$ cat src/rtl/fbvar_check_batch_if.sv
// Avalon-MM read/write bus used by the framebuffer descriptor checker.
// master: the checker issuing reads/writes; slave: the memory side.
interface fbvar_check_batch_if;
  logic [63:0] avmm_0_rw_address;
  logic [7:0]  avmm_0_rw_byteenable;
  logic        avmm_0_rw_read;
  logic        avmm_0_rw_write;
  logic [63:0] avmm_0_rw_writedata;
  logic [63:0] avmm_0_rw_readdata;
  logic        avmm_0_rw_readdatavalid;
  logic        avmm_0_rw_waitrequest;

  modport master (
    output avmm_0_rw_address, avmm_0_rw_byteenable, avmm_0_rw_read,
           avmm_0_rw_write, avmm_0_rw_writedata,
    input  avmm_0_rw_readdata, avmm_0_rw_readdatavalid, avmm_0_rw_waitrequest
  );

  modport slave (
    input  avmm_0_rw_address, avmm_0_rw_byteenable, avmm_0_rw_read,
           avmm_0_rw_write, avmm_0_rw_writedata,
    output avmm_0_rw_readdata, avmm_0_rw_readdatavalid, avmm_0_rw_waitrequest
  );
endinterface

$ cat src/rtl/fbvar_check_batch.sv
// Batch framebuffer var-screeninfo checker. Walks arg_count 24-byte
// descriptors starting at arg_base, validates resolution / bpp / vmode,
// writes a per-descriptor result word and returns the number of failures.
module fbvar_check_batch #(
  parameter int          MAX_XRES   = 1600,
  parameter int          MAX_YRES   = 1200,
  parameter logic [3:0]  BPP_EN     = 4'b1111,
  parameter int          ALIGN_LOG2 = 3
) (
  input  logic        clock,
  input  logic        resetn,
  input  logic        start,
  output logic        busy,
  output logic        done,
  input  logic        stall,
  output logic [31:0] returndata,
  input  logic [63:0] arg_base,
  input  logic [15:0] arg_count,
  input  logic [63:0] FB_VMODE_NONINTERLACED,
  fbvar_check_batch_if.master bus
);

  localparam logic [31:0] MAXX       = 32'(MAX_XRES);
  localparam logic [31:0] MAXY       = 32'(MAX_YRES);
  localparam logic [31:0] ALIGN_MASK = 32'((64'd1 << ALIGN_LOG2) - 64'd1);
  localparam logic [31:0] EINVAL_RET = 32'hFFFF_FFEA;

  typedef enum logic [3:0] {
    IDLE, RD0, W0, RD1, W1, CHECK, WR, NEXT, RET
  } state_t;

  state_t      state;
  logic [63:0] desc_addr;   // byte address of the current descriptor
  logic [15:0] count;
  logic [15:0] idx;
  logic [15:0] fail_cnt;
  logic [7:0]  vm_ref;
  logic [31:0] xres, yres, bpp;
  logic [7:0]  vmode;
  logic        pass_q;

  logic        bpp_ok, pass;
  logic [31:0] xres_virt;
  logic [15:0] fail_n;
  logic        more_n;

  // Only the low byte of the vmode argument and of the vmode field matter.
  logic unused_ok;
  assign unused_ok = ^{FB_VMODE_NONINTERLACED[63:8], bus.avmm_0_rw_readdata[63:40]};

  assign bus.avmm_0_rw_byteenable = 8'hFF;

  // Descriptor validation and aligned virtual width, consumed in CHECK.
  always_comb begin
    bpp_ok    = ((bpp == 32'd32) && BPP_EN[3]) ||
                ((bpp == 32'd24) && BPP_EN[2]) ||
                ((bpp == 32'd16) && BPP_EN[1]) ||
                ((bpp == 32'd8)  && BPP_EN[0]);
    pass      = bpp_ok &&
                (xres != 32'd0) && (xres <= MAXX) &&
                (yres != 32'd0) && (yres <= MAXY) &&
                (vmode == vm_ref);
    xres_virt = (xres + ALIGN_MASK) & ~ALIGN_MASK;
  end

  // Saturating fail count and loop-continue decision, consumed in NEXT.
  always_comb begin
    fail_n = fail_cnt;
    if (!pass_q && (fail_cnt != 16'hFFFF))
      fail_n = fail_cnt + 16'd1;
    more_n = ({1'b0, idx} + 17'd1) < {1'b0, count};
  end

  // Main sequencer: all bus and return outputs are registered here.
  always_ff @(posedge clock or negedge resetn) begin
    if (!resetn) begin
      state                   <= IDLE;
      busy                    <= 1'b0;
      done                    <= 1'b0;
      returndata              <= 32'd0;
      bus.avmm_0_rw_address   <= 64'd0;
      bus.avmm_0_rw_read      <= 1'b0;
      bus.avmm_0_rw_write     <= 1'b0;
      bus.avmm_0_rw_writedata <= 64'd0;
      desc_addr               <= 64'd0;
      count                   <= 16'd0;
      idx                     <= 16'd0;
      fail_cnt                <= 16'd0;
      vm_ref                  <= 8'd0;
      xres                    <= 32'd0;
      yres                    <= 32'd0;
      bpp                     <= 32'd0;
      vmode                   <= 8'd0;
      pass_q                  <= 1'b0;
    end else begin
      case (state)
        IDLE: if (start) begin
          desc_addr <= arg_base;
          count     <= arg_count;
          vm_ref    <= FB_VMODE_NONINTERLACED[7:0];
          fail_cnt  <= 16'd0;
          idx       <= 16'd0;
          busy      <= 1'b1;
          if (arg_count == 16'd0) begin
            state      <= RET;
            done       <= 1'b1;
            returndata <= 32'd0;
          end else begin
            state                 <= RD0;
            bus.avmm_0_rw_read    <= 1'b1;
            bus.avmm_0_rw_address <= arg_base;
          end
        end
        RD0: if (!bus.avmm_0_rw_waitrequest) begin
          bus.avmm_0_rw_read <= 1'b0;
          state              <= W0;
        end
        W0: if (bus.avmm_0_rw_readdatavalid) begin
          xres                  <= bus.avmm_0_rw_readdata[31:0];
          yres                  <= bus.avmm_0_rw_readdata[63:32];
          bus.avmm_0_rw_read    <= 1'b1;
          bus.avmm_0_rw_address <= desc_addr + 64'd8;
          state                 <= RD1;
        end
        RD1: if (!bus.avmm_0_rw_waitrequest) begin
          bus.avmm_0_rw_read <= 1'b0;
          state              <= W1;
        end
        W1: if (bus.avmm_0_rw_readdatavalid) begin
          bpp   <= bus.avmm_0_rw_readdata[31:0];
          vmode <= bus.avmm_0_rw_readdata[39:32];
          state <= CHECK;
        end
        CHECK: begin
          pass_q                  <= pass;
          bus.avmm_0_rw_write     <= 1'b1;
          bus.avmm_0_rw_address   <= desc_addr + 64'd16;
          bus.avmm_0_rw_writedata <= pass ? {xres_virt, 32'd0} : {32'd0, EINVAL_RET};
          state                   <= WR;
        end
        WR: if (!bus.avmm_0_rw_waitrequest) begin
          bus.avmm_0_rw_write <= 1'b0;
          state               <= NEXT;
        end
        NEXT: begin
          fail_cnt  <= fail_n;
          idx       <= idx + 16'd1;
          desc_addr <= desc_addr + 64'd24;
          if (more_n) begin
            state                 <= RD0;
            bus.avmm_0_rw_read    <= 1'b1;
            bus.avmm_0_rw_address <= desc_addr + 64'd24;
          end else begin
            state      <= RET;
            done       <= 1'b1;
            returndata <= {16'd0, fail_n};
          end
        end
        RET: if (!stall) begin
          done  <= 1'b0;
          busy  <= 1'b0;
          state <= IDLE;
        end
        default: state <= IDLE;
      endcase
    end
  end

endmodule

$ cat src/flat_wrapper.sv
// flat-port wrapper written by rule: the top's interface ports become plain ports
module fbvar_check_batch_flat 
#(
  parameter int          MAX_XRES   = 1600,
  parameter int          MAX_YRES   = 1200,
  parameter logic [3:0]  BPP_EN     = 4'b1111,
  parameter int          ALIGN_LOG2 = 3
)
  (clock, resetn, start, busy, done, stall, returndata, arg_base, arg_count, FB_VMODE_NONINTERLACED, bus_avmm_0_rw_address, bus_avmm_0_rw_byteenable, bus_avmm_0_rw_read, bus_avmm_0_rw_write, bus_avmm_0_rw_writedata, bus_avmm_0_rw_readdata, bus_avmm_0_rw_readdatavalid, bus_avmm_0_rw_waitrequest);
  fbvar_check_batch_if bus_i ();
  input  logic clock;
  input  logic resetn;
  input  logic start;
  output logic busy;
  output logic done;
  input  logic stall;
  output logic [31:0] returndata;
  input  logic [63:0] arg_base;
  input  logic [15:0] arg_count;
  input  logic [63:0] FB_VMODE_NONINTERLACED;
  output wire logic [$bits(bus_i.avmm_0_rw_address)-1:0] bus_avmm_0_rw_address;
  output wire logic [$bits(bus_i.avmm_0_rw_byteenable)-1:0] bus_avmm_0_rw_byteenable;
  output wire logic [$bits(bus_i.avmm_0_rw_read)-1:0] bus_avmm_0_rw_read;
  output wire logic [$bits(bus_i.avmm_0_rw_write)-1:0] bus_avmm_0_rw_write;
  output wire logic [$bits(bus_i.avmm_0_rw_writedata)-1:0] bus_avmm_0_rw_writedata;
  input wire logic [$bits(bus_i.avmm_0_rw_readdata)-1:0] bus_avmm_0_rw_readdata;
  input wire logic [$bits(bus_i.avmm_0_rw_readdatavalid)-1:0] bus_avmm_0_rw_readdatavalid;
  input wire logic [$bits(bus_i.avmm_0_rw_waitrequest)-1:0] bus_avmm_0_rw_waitrequest;
  assign bus_avmm_0_rw_address = bus_i.avmm_0_rw_address;
  assign bus_avmm_0_rw_byteenable = bus_i.avmm_0_rw_byteenable;
  assign bus_avmm_0_rw_read = bus_i.avmm_0_rw_read;
  assign bus_avmm_0_rw_write = bus_i.avmm_0_rw_write;
  assign bus_avmm_0_rw_writedata = bus_i.avmm_0_rw_writedata;
  assign bus_i.avmm_0_rw_readdata = bus_avmm_0_rw_readdata;
  assign bus_i.avmm_0_rw_readdatavalid = bus_avmm_0_rw_readdatavalid;
  assign bus_i.avmm_0_rw_waitrequest = bus_avmm_0_rw_waitrequest;
  fbvar_check_batch #(.MAX_XRES(MAX_XRES), .MAX_YRES(MAX_YRES), .BPP_EN(BPP_EN), .ALIGN_LOG2(ALIGN_LOG2)) u_core (.clock(clock), .resetn(resetn), .start(start), .busy(busy), .done(done), .stall(stall), .returndata(returndata), .arg_base(arg_base), .arg_count(arg_count), .FB_VMODE_NONINTERLACED(FB_VMODE_NONINTERLACED), .bus(bus_i));
endmodule
$ cat config.mk
export PLATFORM = sky130hd
export DESIGN_NAME = fbvar_check_batch_flat
export DESIGN_NICKNAME = d
export VERILOG_FILES = /design/src/rtl/fbvar_check_batch_if.sv /design/src/rtl/fbvar_check_batch.sv /design/src/flat_wrapper.sv
export SDC_FILE = /design/constraint.sdc
export NUM_CORES = 1
export LEC_CHECK = 0
export BUFFER_PORTS_ARGS = -buffer_cell sky130_fd_sc_hd__buf_2
export CAP_MARGIN = 25
export CORE_MARGIN = 4
export CORE_UTILIZATION = 30
export CTS_CLUSTER_SIZE = 20
export DETAILED_ROUTE_END_ITERATION = 8
export GPL_TIMING_DRIVEN = 0
export PLACE_DENSITY = 0.56
export SYNTH_ARGS = -nofsm -noshare
export SYNTH_HDL_FRONTEND = slang
export SYNTH_SLANG_ARGS = --single-unit
$ cat constraint.sdc
create_clock -name clock -period 6.4 [get_ports clock]
set_input_delay 0 -clock clock [delete_from_list [all_inputs] [get_ports clock]]
set_output_delay 0 -clock clock [all_outputs]
set_load 0.01 [all_outputs]
==> flow_summary_export.csv <==
group,metric,value,unit
setup_path,arrival,5910,ps
timing,hold_violations,0,
power_and_ir_drop,cellLeakagePower,11.13,nW
final_layout,final_cell_mix,"buf_2 (343), dfrtp_1 (343), nand2_1 (246)",
final_layout,drive_gt1_share,23.92,%
final_layout,nets,2974,
yosys,synthTopCellsByArea,"dfrtp_1 (43%), mux2_2 (6.5%), nand2_1 (4.6%), o21ai_0 (4.1%), nor2_1 (3.9%)",
power_and_ir_drop,switching_share,46.79,%
clock_network,ctsResizeCount,0,
place,dp_hpwl,72890,um
drt,post_drt_wl_per_cell,26.72,um
setup_path,crit_chain,"ha_1 > nand3_1 > or2_2 > nor2_1 > and3_1 > xor2_1 > ha_1 > a21o_1 > a211o_1 > o32ai_1 > a21oi_1 > buf_4 > a21oi_2 > buf_2 > buf_2 > o211ai_1 > o21ai_1",
global_routing,grt_max_degree,125,
setup_path,worst_path_largest_cell_delay,540,ps
clock_network,cts_tree,"yes",
floorplan,core_area,0.06575,mm^2
floorplan,die_y,265.5,um
setup_path,worstPathRequired,6890,ps
yosys,syn_inst,2188,
clock_network,worstSkewPairLatency,600,ps
yosys,yosysWarnings,0,
yosys,synth_edf_count,0,
timing,setup_tns,0,ps
power_and_ir_drop,peakVddDrop,244.0,uV
yosys,yosysSeqAreaShare,43.15,%
power_and_ir_drop,p_sw,5.951,mW
clock_network,cts.sinks,343,
floorplan,ioPinCount,386,
global_routing,use_met3,7.187,%
clock_network,htreeDepth,2,
global_routing,grt_use_met1,33.47,%
global_routing,grt_util_all_layers,26.61,%
min_path,hold_path_class,"input pin to flip-flop",
floorplan,dieWidth,265.5,um
clock_network,clockRootBuffer,"clkbuf_16",
setup_path,cp_max_fo,10,
final_layout,fillerInstances,6620,
yosys,ys_ff_latch,343,
clock_network,numCtsBuffers,43,
drt,drt-total-wl,97240,um
setup_path,start_kind,"flip-flop",
timing,hold_slack,65.66,ps
setup_path,crit_type,"flip-flop to flip-flop",
timing,period_minus_slack,5415,ps
place,place_congestion,0.9569,
power_and_ir_drop,p_per_area,489.3,mW/mm^2
setup_path,end_kind,"flip-flop",
yosys,async_flop_share,100.0,%
setup_path,cp_slowest_cell,"buf_2",
power_and_ir_drop,power_frac_seq,29.0,%
timing,skew,36.32,ps
global_routing,gr-usage-met2,43.04,%
timing,slew_viol_final,0,
place,portBuffers,299,
yosys,syn_area,0.01989,mm^2
clock_network,clkTransAtPathRegs,60,ps
timing,rsz0062_at_grt,"no",
drt,via_count,20482,
drt,dr.pass1.iters,8,
global_routing,grt.busiest_layer,"met2",
final_layout,fin_cells,3639,
setup_path,rrSetupSlack,980,ps
floorplan,die_area,0.07049,mm^2
yosys,synth_top_area_share,43.15,%
floorplan,initial_core_util,30.26,%
floorplan,num_rows,94,
yosys,yosys.area.top_type,"dfrtp_1",
final_layout,utilization,39.53,%
timing,tightest_slew,1186,ps
timing,slew_headroom,20.93,%
global_routing,grt_overflow_total,0,
timing,fin_ws,984.6,ps
place,dp_slack,1218,ps
yosys,synth_flop_cell,"dfrtp_1",
clock_network,clk_path_buf_depth,3,
run_status,status,"complete, no violations",
drt,drc,0,
global_routing,grt_pass1_wl,139700,um
timing,setup_viol,0,
drt,drt-initial-drc-count,2010,
timing,fin_crit_sh,84.61,%
place,numPlacedInstances,3398,
yosys,yosysUniqueCellTypes,91,
global_routing,antenna_found_initial,6,
drt,ant_nets,0,
power_and_ir_drop,power_frac_clock,20.4,%
timing,max_clock_freq,0.1847,GHz
power_and_ir_drop,p_comb_share,50.6,%
run,max_cap_viol_count,0,
drt,viasPerCell,5.628,
final_layout,synthToLayoutAreaGrowth,30.66,%
yosys,synth_area_per_cell,9.092,um^2
power_and_ir_drop,intPower,6.767,mW
global_routing,grt_pass1_vias,20408,
[stage by stage]
| step | cell area, um^2 | power (mW) |
|---|---|---|
| 6_report | 25990 | 12.72 |
| 3_5_place_dp | 22910 | 9.911 |
| 3_3_place_gp | 22580 | 9.708 |
| 4_1_cts | 25970 | 12.64 |
| 2_1_floorplan | 20000 | 7.136 |
| 5_1_grt | 25990 | 13.32 |
[layout make-up]
cell class | count | area, um^2 | area share (%)
diodes | 3 | 7.507 | 0.02888
plain buffers | 212 | 1104 | 4.246
clock buffers | 59 | 1237 | 4.761
clock inverters | 19 | 231.5 | 0.8906
inverters | 37 | 138.9 | 0.5343
multi-input cells | 1624 | 10170 | 39.14
flip-flops and latches | 343 | 8583 | 33.02
well taps | 864 | 1081 | 4.159
repair buffers | 478 | 3436 | 13.22
[flip-flops by register name, indices dropped and copies added (netlist names), 4 cells and up]
register,cells
u_core.desc_addr,64
u_core.state,4
u_core.vm_ref,8
u_core.bus.avmm_0_rw_writedata,30
u_core.fail_cnt,16
u_core.xres,32
u_core.bpp,32
u_core.vmode,8
u_core.yres,32
u_core.bus.avmm_0_rw_address,64
u_core.idx,16
u_core.count,16
u_core.returndata,16
[synthesized netlist by cell type (all sizes together), types with 5 or more instances]
library cell / count
a21o: 11
o221ai: 5
a41oi: 5
a211oi: 28
o22ai: 15
a311oi: 15
nand2b: 11
dfrtp: 343
a22oi: 15
a21oi: 128
nor4: 61
nand3: 51
xnor2: 31
nor2: 207
o21a: 6
o221a: 11
xor2: 42
nor3: 56
a221o: 5
and2: 28
or2: 8
nor4b: 8
o31ai: 20
inv: 36
a221oi: 19
o21ai: 166
nand2: 247
or3: 6
and3: 29
o311ai: 9
mux2: 114
nand3b: 5
a31oi: 37
and4: 13
or4: 16
a22o: 5
nor3b: 5
ha: 21
buf: 125
o2bb2ai: 7
o211ai: 11
clkbuf: 87
nand4: 64
[worst paths after layout]
check / startpoint / endpoint / depth (start not counted)
min in group asynchronous: resetn / u_core.bus.avmm_0_rw_address[28]$_DFFE_PN0P_ / 4
setup reg to reg: u_core.idx[0]$_DFFE_PN0P_ / u_core.bus.avmm_0_rw_address[3]$_DFFE_PN0P_ / 17
setup / recovery: u_core.idx[0]$_DFFE_PN0P_ / u_core.bus.avmm_0_rw_address[3]$_DFFE_PN0P_ / 17
max in group asynchronous: resetn / u_core.xres[5]$_DFFE_PN0P_ / 5
hold / removal: start / u_core.done$_DFFE_PN0P_ / 4
hold reg to reg: u_core.desc_addr[1]$_DFFE_PN0P_ / u_core.desc_addr[1]$_DFFE_PN0P_ / 2
[metal layers]
| layer | part of all wire, % | up-vias | routed length (um) |
|---|---|---|---|
| li1 | - | 9060 | - |
| met1 | 40 | 10101 | 38560 |
| met2 | 46 | 1071 | 44470 |
| met3 | 9.5 | 244 | 9200 |
| met4 | 5.1 | 6 | 4967 |
| met5 | 0.042 | - | 41 |
[worst max-delay path, delay by kind of cell (launching register included)]
family | cells | cell delay, ps
compound gates | 7 | 1660
buf+inv | 3 | 1280
fa+ha+maj | 2 | 580
xor+xnor | 1 | 260
simple gates | 4 | 1080
flops | 1 | 440
[timing repair]
item / CTS / global route
hold endpoints to repair: 477 / 0
setup buffers: 0 / 0
hold buffers: 158 / 0
[power by group through the flow]
stage               Sequential (mW)  Clock, mW  Combinational [mW]
global placement               3.68          0                6.03
detailed placement             3.71          0                6.20
CTS                            3.68       2.65                6.31
global route                   3.77       2.74                6.81
finish                         3.69       2.59                6.44
floorplan                      3.60          0                3.53
[logic make-up after synthesis]
group | count (synthesis) | share of synthesized area [%]
buf+inv | 249 | 6.246
mux | 116 | 6.554
other cells | 2 | 0.03775
compound gates | 553 | 17.83
simple gates | 831 | 21.66
flops | 343 | 43.15
xor+xnor | 73 | 3.214
fa+ha+maj | 21 | 1.321
Power figures use the tool's default switching activity.
